===== config.mk =====
export PLATFORM = sky130hd
export DESIGN_NAME = wbs_mem_bridge
export DESIGN_NICKNAME = d
export VERILOG_FILES = /design/src/rtl/wbs_mem_bridge.sv
export SDC_FILE = /design/constraint.sdc
export NUM_CORES = 1
export LEC_CHECK = 0
export CAP_MARGIN = 5
export CORE_AREA = 2 2 137 165
export DETAILED_ROUTE_END_ITERATION = 10
export DIE_AREA = 0 0 139 167
export GPL_TIMING_DRIVEN = 0
export PLACE_DENSITY_LB_ADDON = 0.3
export SYNTH_ARGS = -nofsm -noshare
export SYNTH_HDL_FRONTEND = slang
export SYNTH_SLANG_ARGS = --single-unit

===== constraint.sdc =====
create_clock -name wb_clk_i -period 4.15 [get_ports wb_clk_i]
set_clock_uncertainty 0.1 [all_clocks]
set_input_delay 0.83 -clock wb_clk_i [delete_from_list [all_inputs] [get_ports wb_clk_i]]
set_output_delay 0.83 -clock wb_clk_i [all_outputs]
set_load 0.02 [all_outputs]

===== src/rtl/wbs_mem_bridge.sv =====
// Wishbone slave bridging the management bus to the KD-tree accelerator core.
// Decodes control registers, node writes, two-beat 64-bit leaf/query writes and
// two-beat 64-bit best-array reads. Every accepted cycle gets a one-cycle ack.
module wbs_mem_bridge #(
  parameter int unsigned NODE_AW  = 6,
  parameter int unsigned LEAF_AW  = 9,
  parameter int unsigned QUERY_AW = 9,
  parameter int unsigned BEST_AW  = 9
) (
  input  logic                wb_clk_i,
  input  logic                rst_n,
  input  logic                wbs_stb_i,
  input  logic                wbs_cyc_i,
  input  logic                wbs_we_i,
  input  logic [3:0]          wbs_sel_i,
  input  logic [31:0]         wbs_adr_i,
  input  logic [31:0]         wbs_dat_i,
  output logic                wbs_ack_o,
  output logic [31:0]         wbs_dat_o,
  input  logic                fsm_busy_i,
  input  logic                fsm_done_i,
  output logic                mode_o,
  output logic                debug_o,
  output logic                fsm_start_o,
  output logic                node_wen_o,
  output logic [NODE_AW-1:0]  node_addr_o,
  output logic [21:0]         node_wdata_o,
  output logic                leaf_wen_o,
  output logic [LEAF_AW-1:0]  leaf_addr_o,
  output logic [63:0]         leaf_wdata_o,
  output logic                query_wen_o,
  output logic [QUERY_AW-1:0] query_addr_o,
  output logic [63:0]         query_wdata_o,
  output logic                best_ren_o,
  output logic [BEST_AW-1:0]  best_addr_o,
  input  logic [63:0]         best_rdata_i
);

  localparam logic [31:0] RegionCtrl  = 32'h3000_0000;
  localparam logic [31:0] RegionQuery = 32'h3001_0000;
  localparam logic [31:0] RegionLeaf  = 32'h3002_0000;
  localparam logic [31:0] RegionBest  = 32'h3003_0000;
  localparam logic [31:0] RegionNode  = 32'h3004_0000;

  // StRdData covers the cycle in which the SRAM presents the requested word.
  typedef enum logic [1:0] {StIdle, StRdWait, StRdData, StAck} state_e;

  state_e      state;
  logic [31:0] hold_lo;
  logic        best_hi;

  logic        req;
  logic [31:0] region;
  logic [7:0]  offset;
  logic        is_ctrl, is_query, is_leaf, is_best, is_node;
  logic [31:0] ctrl_rdata;
  logic        unused_bits;

  assign req      = wbs_cyc_i & wbs_stb_i;
  assign region   = wbs_adr_i & 32'hFFFF_0000;
  assign offset   = wbs_adr_i[7:0];
  assign is_ctrl  = (region == RegionCtrl);
  assign is_query = (region == RegionQuery);
  assign is_leaf  = (region == RegionLeaf);
  assign is_best  = (region == RegionBest);
  assign is_node  = (region == RegionNode);

  // Byte selects are ignored; writes are always full-word.
  assign unused_bits = ^{wbs_sel_i, wbs_adr_i, wbs_dat_i};

  // Control register read mux; unused offsets and bits read as zero.
  always_comb begin
    ctrl_rdata = 32'h0;
    case (offset)
      8'h00:   ctrl_rdata = {31'h0, mode_o};
      8'h04:   ctrl_rdata = {31'h0, debug_o};
      8'h08:   ctrl_rdata = {31'h0, fsm_done_i};
      8'h10:   ctrl_rdata = {31'h0, fsm_busy_i};
      default: ctrl_rdata = 32'h0;
    endcase
  end

  // Transaction FSM with registered ack, read data, strobes and register bits.
  always_ff @(posedge wb_clk_i or negedge rst_n) begin
    if (!rst_n) begin
      state         <= StIdle;
      hold_lo       <= 32'h0;
      best_hi       <= 1'b0;
      wbs_ack_o     <= 1'b0;
      wbs_dat_o     <= 32'h0;
      mode_o        <= 1'b0;
      debug_o       <= 1'b0;
      fsm_start_o   <= 1'b0;
      node_wen_o    <= 1'b0;
      node_addr_o   <= '0;
      node_wdata_o  <= 22'h0;
      leaf_wen_o    <= 1'b0;
      leaf_addr_o   <= '0;
      leaf_wdata_o  <= 64'h0;
      query_wen_o   <= 1'b0;
      query_addr_o  <= '0;
      query_wdata_o <= 64'h0;
      best_ren_o    <= 1'b0;
      best_addr_o   <= '0;
    end else begin
      // Pulses default low; set for exactly one cycle below.
      wbs_ack_o   <= 1'b0;
      fsm_start_o <= 1'b0;
      node_wen_o  <= 1'b0;
      leaf_wen_o  <= 1'b0;
      query_wen_o <= 1'b0;
      best_ren_o  <= 1'b0;
      unique case (state)
        StIdle: begin
          if (req) begin
            if (is_best && !wbs_we_i) begin
              best_ren_o  <= 1'b1;
              best_addr_o <= wbs_adr_i[BEST_AW+2:3];
              best_hi     <= wbs_adr_i[2];
              state       <= StRdWait;
            end else begin
              wbs_ack_o <= 1'b1;
              state     <= StAck;
              if (!wbs_we_i) begin
                wbs_dat_o <= is_ctrl ? ctrl_rdata : 32'h0;
              end else if (is_ctrl) begin
                if (offset == 8'h00 && !fsm_busy_i) mode_o <= wbs_dat_i[0];
                if (offset == 8'h04) debug_o <= wbs_dat_i[0];
                if (offset == 8'h0C) fsm_start_o <= 1'b1;
              end else if (!fsm_busy_i) begin
                if (is_node) begin
                  node_wen_o   <= 1'b1;
                  node_addr_o  <= wbs_adr_i[NODE_AW+1:2];
                  node_wdata_o <= wbs_dat_i[21:0];
                end else if ((is_leaf || is_query) && !wbs_adr_i[2]) begin
                  hold_lo <= wbs_dat_i;
                end else if (is_leaf) begin
                  leaf_wen_o   <= 1'b1;
                  leaf_addr_o  <= wbs_adr_i[LEAF_AW+2:3];
                  leaf_wdata_o <= {wbs_dat_i, hold_lo};
                end else if (is_query) begin
                  query_wen_o   <= 1'b1;
                  query_addr_o  <= wbs_adr_i[QUERY_AW+2:3];
                  query_wdata_o <= {wbs_dat_i, hold_lo};
                end
              end
            end
          end
        end
        StRdWait: state <= StRdData;
        StRdData: begin
          wbs_ack_o <= 1'b1;
          wbs_dat_o <= best_hi ? best_rdata_i[63:32] : best_rdata_i[31:0];
          state     <= StAck;
        end
        StAck:    state <= StIdle;
        default:  state <= StIdle;
      endcase
    end
  end

endmodule


; ---- After elaboration in Yosys (flattened, before gate mapping)
; Cells that the tools add are included.
[word_totals]
register_bits = 258
elab_cells = 107
[op_classes]
n_eq_ne = 15
n_mux = 48
bitwise_logic = 7
n_reduce_logical = 18
[ops]
columns = cell, n
row1 = 2-to-1 mux 32 bit, 5
row2 = "equality test 16 x 14 -> 1 bit, second input constant", 5
row3 = one-hot mux 32 bit (2 select lines), 1
row4 = 2-to-1 mux 1 bit, 37
row5 = "equality test 8 x 4 -> 1 bit, second input constant", 2
row6 = AND reduction 6 bit, 2
row7 = AND reduction 10 bit, 1
row8 = AND reduction 9 bit, 1
row9 = "equality test 8 x 3 -> 1 bit, second input constant", 1
row10 = "equality test 8 x 5 -> 1 bit, second input constant", 1
row11 = logical NOT 8 bit, 1
row12 = one-hot mux 2 bit (4 select lines), 1
row13 = AND reduction 8 bit, 1
row14 = AND reduction 7 bit, 1
row15 = "!= test 2 bit, second input constant", 3
row16 = NOT 1 bit, 6
row17 = "equality test 2 bit, second input constant", 2
row18 = 2-to-1 mux 2 bit, 2
row19 = one-hot mux 1 bit (4 select lines), 1
row20 = AND reduction 4 bit, 1
row21 = logical AND 1 bit, 3
row22 = logical NOT 1 bit, 3
row23 = AND reduction 3 bit, 1
row24 = "equality test 2 x 1 -> 1 bit, second input constant", 1
row25 = other kinds (5), 5

; ---- Logic depth before layout (Yosys ltp)
[depth]
depth_word = 11
mapped_depth = 7
depth_no_buf = 6

; ---- Least setup slack after synthesis
; OpenSTA, ideal clock, no wires.
[synth_timing]
path_kind = input-to-reg
start = in wbs_adr_i[16]
end = reg node_addr_o[1]
setup_time_ps = 125
arrival_ps = 2398
required_ps = 3925
slack_ps = 1527
path_stages = 6
n_path_buf = 2
cell_sequence = buf_2 nor3b_1 nand4_1 nor4_4 buf_4 mux2_2
[synth_via]
elab_chain_len = 4
[synth_lines]
columns = item, line_no
row1 = start: declaration, 16  ; input logic [31:0] wbs_adr_i,
row2 = equality test 16 x 14 -> 1 bit, 65  ; assign is_best = (region == RegionBest);
row3 = logical AND 1 bit, 116  ; if (is_best && !wbs_we_i) begin
row4 = NOT 1 bit (no line), --
row5 = AND reduction 7 bit (no line) (*), --
row6 = end signal: assignment, 133  ; node_addr_o <= wbs_adr_i[NODE_AW+1:2];
row7 = end: declaration, 26  ; output logic [NODE_AW-1:0] node_addr_o,
; Every way passes the cells marked *; elsewhere a longest branch is shown, timed or not.
; A chain may end at the register's enable or synchronous reset.

; ---- Worst setup path after layout
[layout_timing]
start = in wbs_adr_i[23]
end = reg node_wdata_o[14]
[layout_via]
elab_chain_len = 4
[layout_lines]
columns = item, line_no
row1 = equality test 16 x 14 -> 1 bit, 65
row2 = logical AND 1 bit, 116
row3 = NOT 1 bit (no line), --
row4 = AND reduction 7 bit (no line) (*), --
row5 = end signal: assignment, 134  ; node_wdata_o <= wbs_dat_i[21:0];
row6 = end: declaration, 27  ; output logic [21:0] node_wdata_o,
; Marked as above.

==> metrics.md <==
| Metric | Value |
|---|---|
| Post-Layout Cell Count | 1349 |
| P_sw | 1475 uW |
| DRT antenna net count | 0 |
| Initial antenna violation count | 0 |
| Register area | 0.006456 mm2 |
| Pleak | 0.007129 uW |
| Top cells by count, synth | 258 x dfrtp_1, 190 x mux2_2, 60 x mux2_1 |
| Cts bufs inserted | 26 |
| Total power | 5892 uW |
| Worst setup EP type | flip-flop |
| Main area contributors after synthesis | dfrtp_1 62%, mux2_2 20%, mux2_1 6.5% |
| Comb power frac | 16.4% |
| Wire per inst | 21.05 um |
| Syn. warnings | 0 |
| Worst-Margin Slew | 0.8929 ns |
| CTS sink cnt | 258 |
| Slew margin rel. | 40.03% |
| Final hold vios | 0 |
| Power per cell area | 388.3 mW/mm2 |
| H-tree levels | 1 |
| Synth cell types | 38 |
| Detailed-route via count | 7111 |
| Setup CP Type | in2reg |
| Yosys reg bits | 258 |
| Placed Area | 0.01436 mm2 |
| Ys async rst share | 100.0% |
| GRT overflow | 0 |
| Violation count after the first detailed-routing iteration | 192 |
| Critical Path AT | 3.56 ns |
| Core box area | 0.02156 mm2 |
| Syn Area/Cell | 15.46 um2 |
| Final setup violating endpoints | 0 |
| Count leader, synth | dfrtp_1 |
| Slew Limit Fails | 0 |
| Die Span Y | 167 um |
| Internal cell power | 4416 uW |
| Multi-input gate area | 0.003809 mm2 |
| Hold Buf Count CTS | 0 |
| Final Util | 70.39% |
| Largest net degree at the start of global routing | 98 |
| ANT cells | 0 |
| Ports | 362 |
| Fraction of layout cells with a size suffix above 1 | 23.81% |
| Synth Area in XOR/XNOR | 0% |
| CTS tree | done |
| Via-to-Cell Ratio | 5.271 |
| Clk root buf | clkbuf_16 |
| DP Wirelength | 20960 um |
| Sw Ratio | 25.04% |
| RSZ-0062 raised after global routing | false |
| RePlAce Congestion | 0.8028 |
| Synth area leader | dfrtp_1 |
| Cts repair resizes | 0 |
| Hold Crit Class | in2async |
| Status | completed |
| Post-synthesis adder-cell area fraction | 0.2397% |
| Clock share of power | 38.4% |
| WL final | 28400 um |
| Cells after Synth | 675 |
| Post-synthesis compound-gate area fraction | 0.7791% |
| Initial Utilization | 48.43% |
| First-pass detailed-route iteration total | 4 |
| Global Route Usage Sum | 24.24% |
| Share of the synthesized area in the top cell type | 61.85% |
| FMAX | 307.1 MHz |
| Part of the power in registers | 45.2% |
| Number of synthesized flops with an enable pin | 0 |
| Final instance area | 0.01517 mm2 |
| Max clock buf depth | 3 |
| Max-Cap Viols | 0 |
| First-pass GRT wire length | 44270 um |
| PortBufs | 351 |
| DIE AREA | 0.02321 mm2 |
| Die span in x | 139 um |
| Skew-Pair Late Insertion Delay | 0.53 ns |
| Nets | 1197 |
| Area growth syn-to-layout | 45.36% |
| Final period utilization | 78.46% |
| Post-synthesis net count | 816 |
| Fill cells | 1535 |
| # Post-CTS Setup Buffers | 0 |
| Primary FF master, synth | dfrtp_1 |
| Maximum vdd drop | 328.1 uV |
| Post-Synth Simple-Gate Area | 5.526% |
| Clk slew on worst S/H paths | 0.06 ns |
| Register area share after synthesis | 61.85% |
| Placement Rows | 59 |
| Critical path startpoint category | primary input |
| Worst EP required | 4.45 ns |
| Post-layout min period | 3.256 ns |
| Multiplexer area fraction after synthesis | 29.94% |
| Largest family of logic cells by synthesized area | multiplexers |
| DRC viols | 0 |
| Vias in the first global route | 7817 |
| Post-Syn Area | 0.01044 mm2 |
| Placed insts | 1302 |
| CP Max Fanout | 10 |
[state kept, by name, indices dropped and copies added (netlist names), 2 cells and up]
register	cells
leaf_wdata_o	64
query_wdata_o	64
hold_lo	32
wbs_dat_o	32
node_wdata_o	22
best_addr_o	9
leaf_addr_o	9
query_addr_o	9
node_addr_o	6
state	2
[critical path, stage by stage]
cell	delay, ns
clkdlybuf4s50_1	0.48
nor4_4	0.40
nand4_1	0.28
nor4_4	0.81
buf_4	0.38
mux2_2	0.37
[power by group through the flow]
stage | clock network [uW] | registers [uW] | logic, uW
3_3_place_gp | 0 | 2710 | 952
3_5_place_dp | 0 | 2710 | 972
6_report | 2260 | 2660 | 969
4_1_cts | 2300 | 2660 | 979
2_1_floorplan | 0 | 2800 | 392
5_1_grt | 2410 | 2670 | 1050
[worst paths after layout]
check	start	to	slack (ns)	cells after the start
setup / recovery	wbs_adr_i[23]	node_wdata_o[14]	0.89	6
hold / removal	rst_n	wbs_dat_o[15]	0.24	1
max in group asynchronous	rst_n	leaf_wdata_o[50]	2.46	3
hold reg to reg	leaf_addr_o[2]	leaf_addr_o[2]	0.39	1
min in group wb_clk_i	leaf_addr_o[2]	leaf_addr_o[2]	0.39	1
setup reg to reg	state[0]	leaf_wdata_o[15]	1.36	7
[area by class of cell]
type	count	area share (%)
buffer	34	1.023
clock buffer	40	4.972
clock inverter	7	0.4205
inverter	5	0.1237
multi-input combinational	378	25.10
sequential	258	42.55
tap	274	2.259
timing repair buffer	353	23.55
[per-layer routing]
metal / track usage, % / vias to the layer above / part of all wire, %
met5: 0 / - / 0
li1: - / 3170 / -
met4: 8.520 / 0 / 3.4
met3: 7.734 / 60 / 8.6
met2: 43.95 / 280 / 51
met1: 26.71 / 3601 / 37
[cells in the final DEF, fill, tap and decap left out, types with 4 or more instances in the layout]
master             n
clkbuf_16         27
clkdlybuf4s50_1  350
nor2_1             8
mux2_2           190
nand2_1            5
dfrtp_1          258
clkbuf_1          21
nor2b_1           32
clkinv_2           5
mux2_1            60
nor4_1             6
buf_2             16
inv_1              5
nor3_1             4
buf_1              5
mux2i_1           31
[through the flow]
step / setup slack [ns] / hold WS, ns / TNS (ns)
floorplan: 1.527 / 0.3676 / 0
global placement: -8.894 / 0.3728 / -2287.03
detailed placement: 0.3059 / 0.3799 / 0
CTS: 0.8503 / 0.2627 / 0
global route: 0.7267 / 0.2977 / 0
finish: 0.8941 / 0.2395 / 0
[cells by family after synthesis]
group           count (synthesis)
simple gates                   84
mux                           281
buf+inv                        39
flops                         258
fa+ha+maj                       2
compound gates                 11
Note: power is estimated with default switching activity, not from simulation.
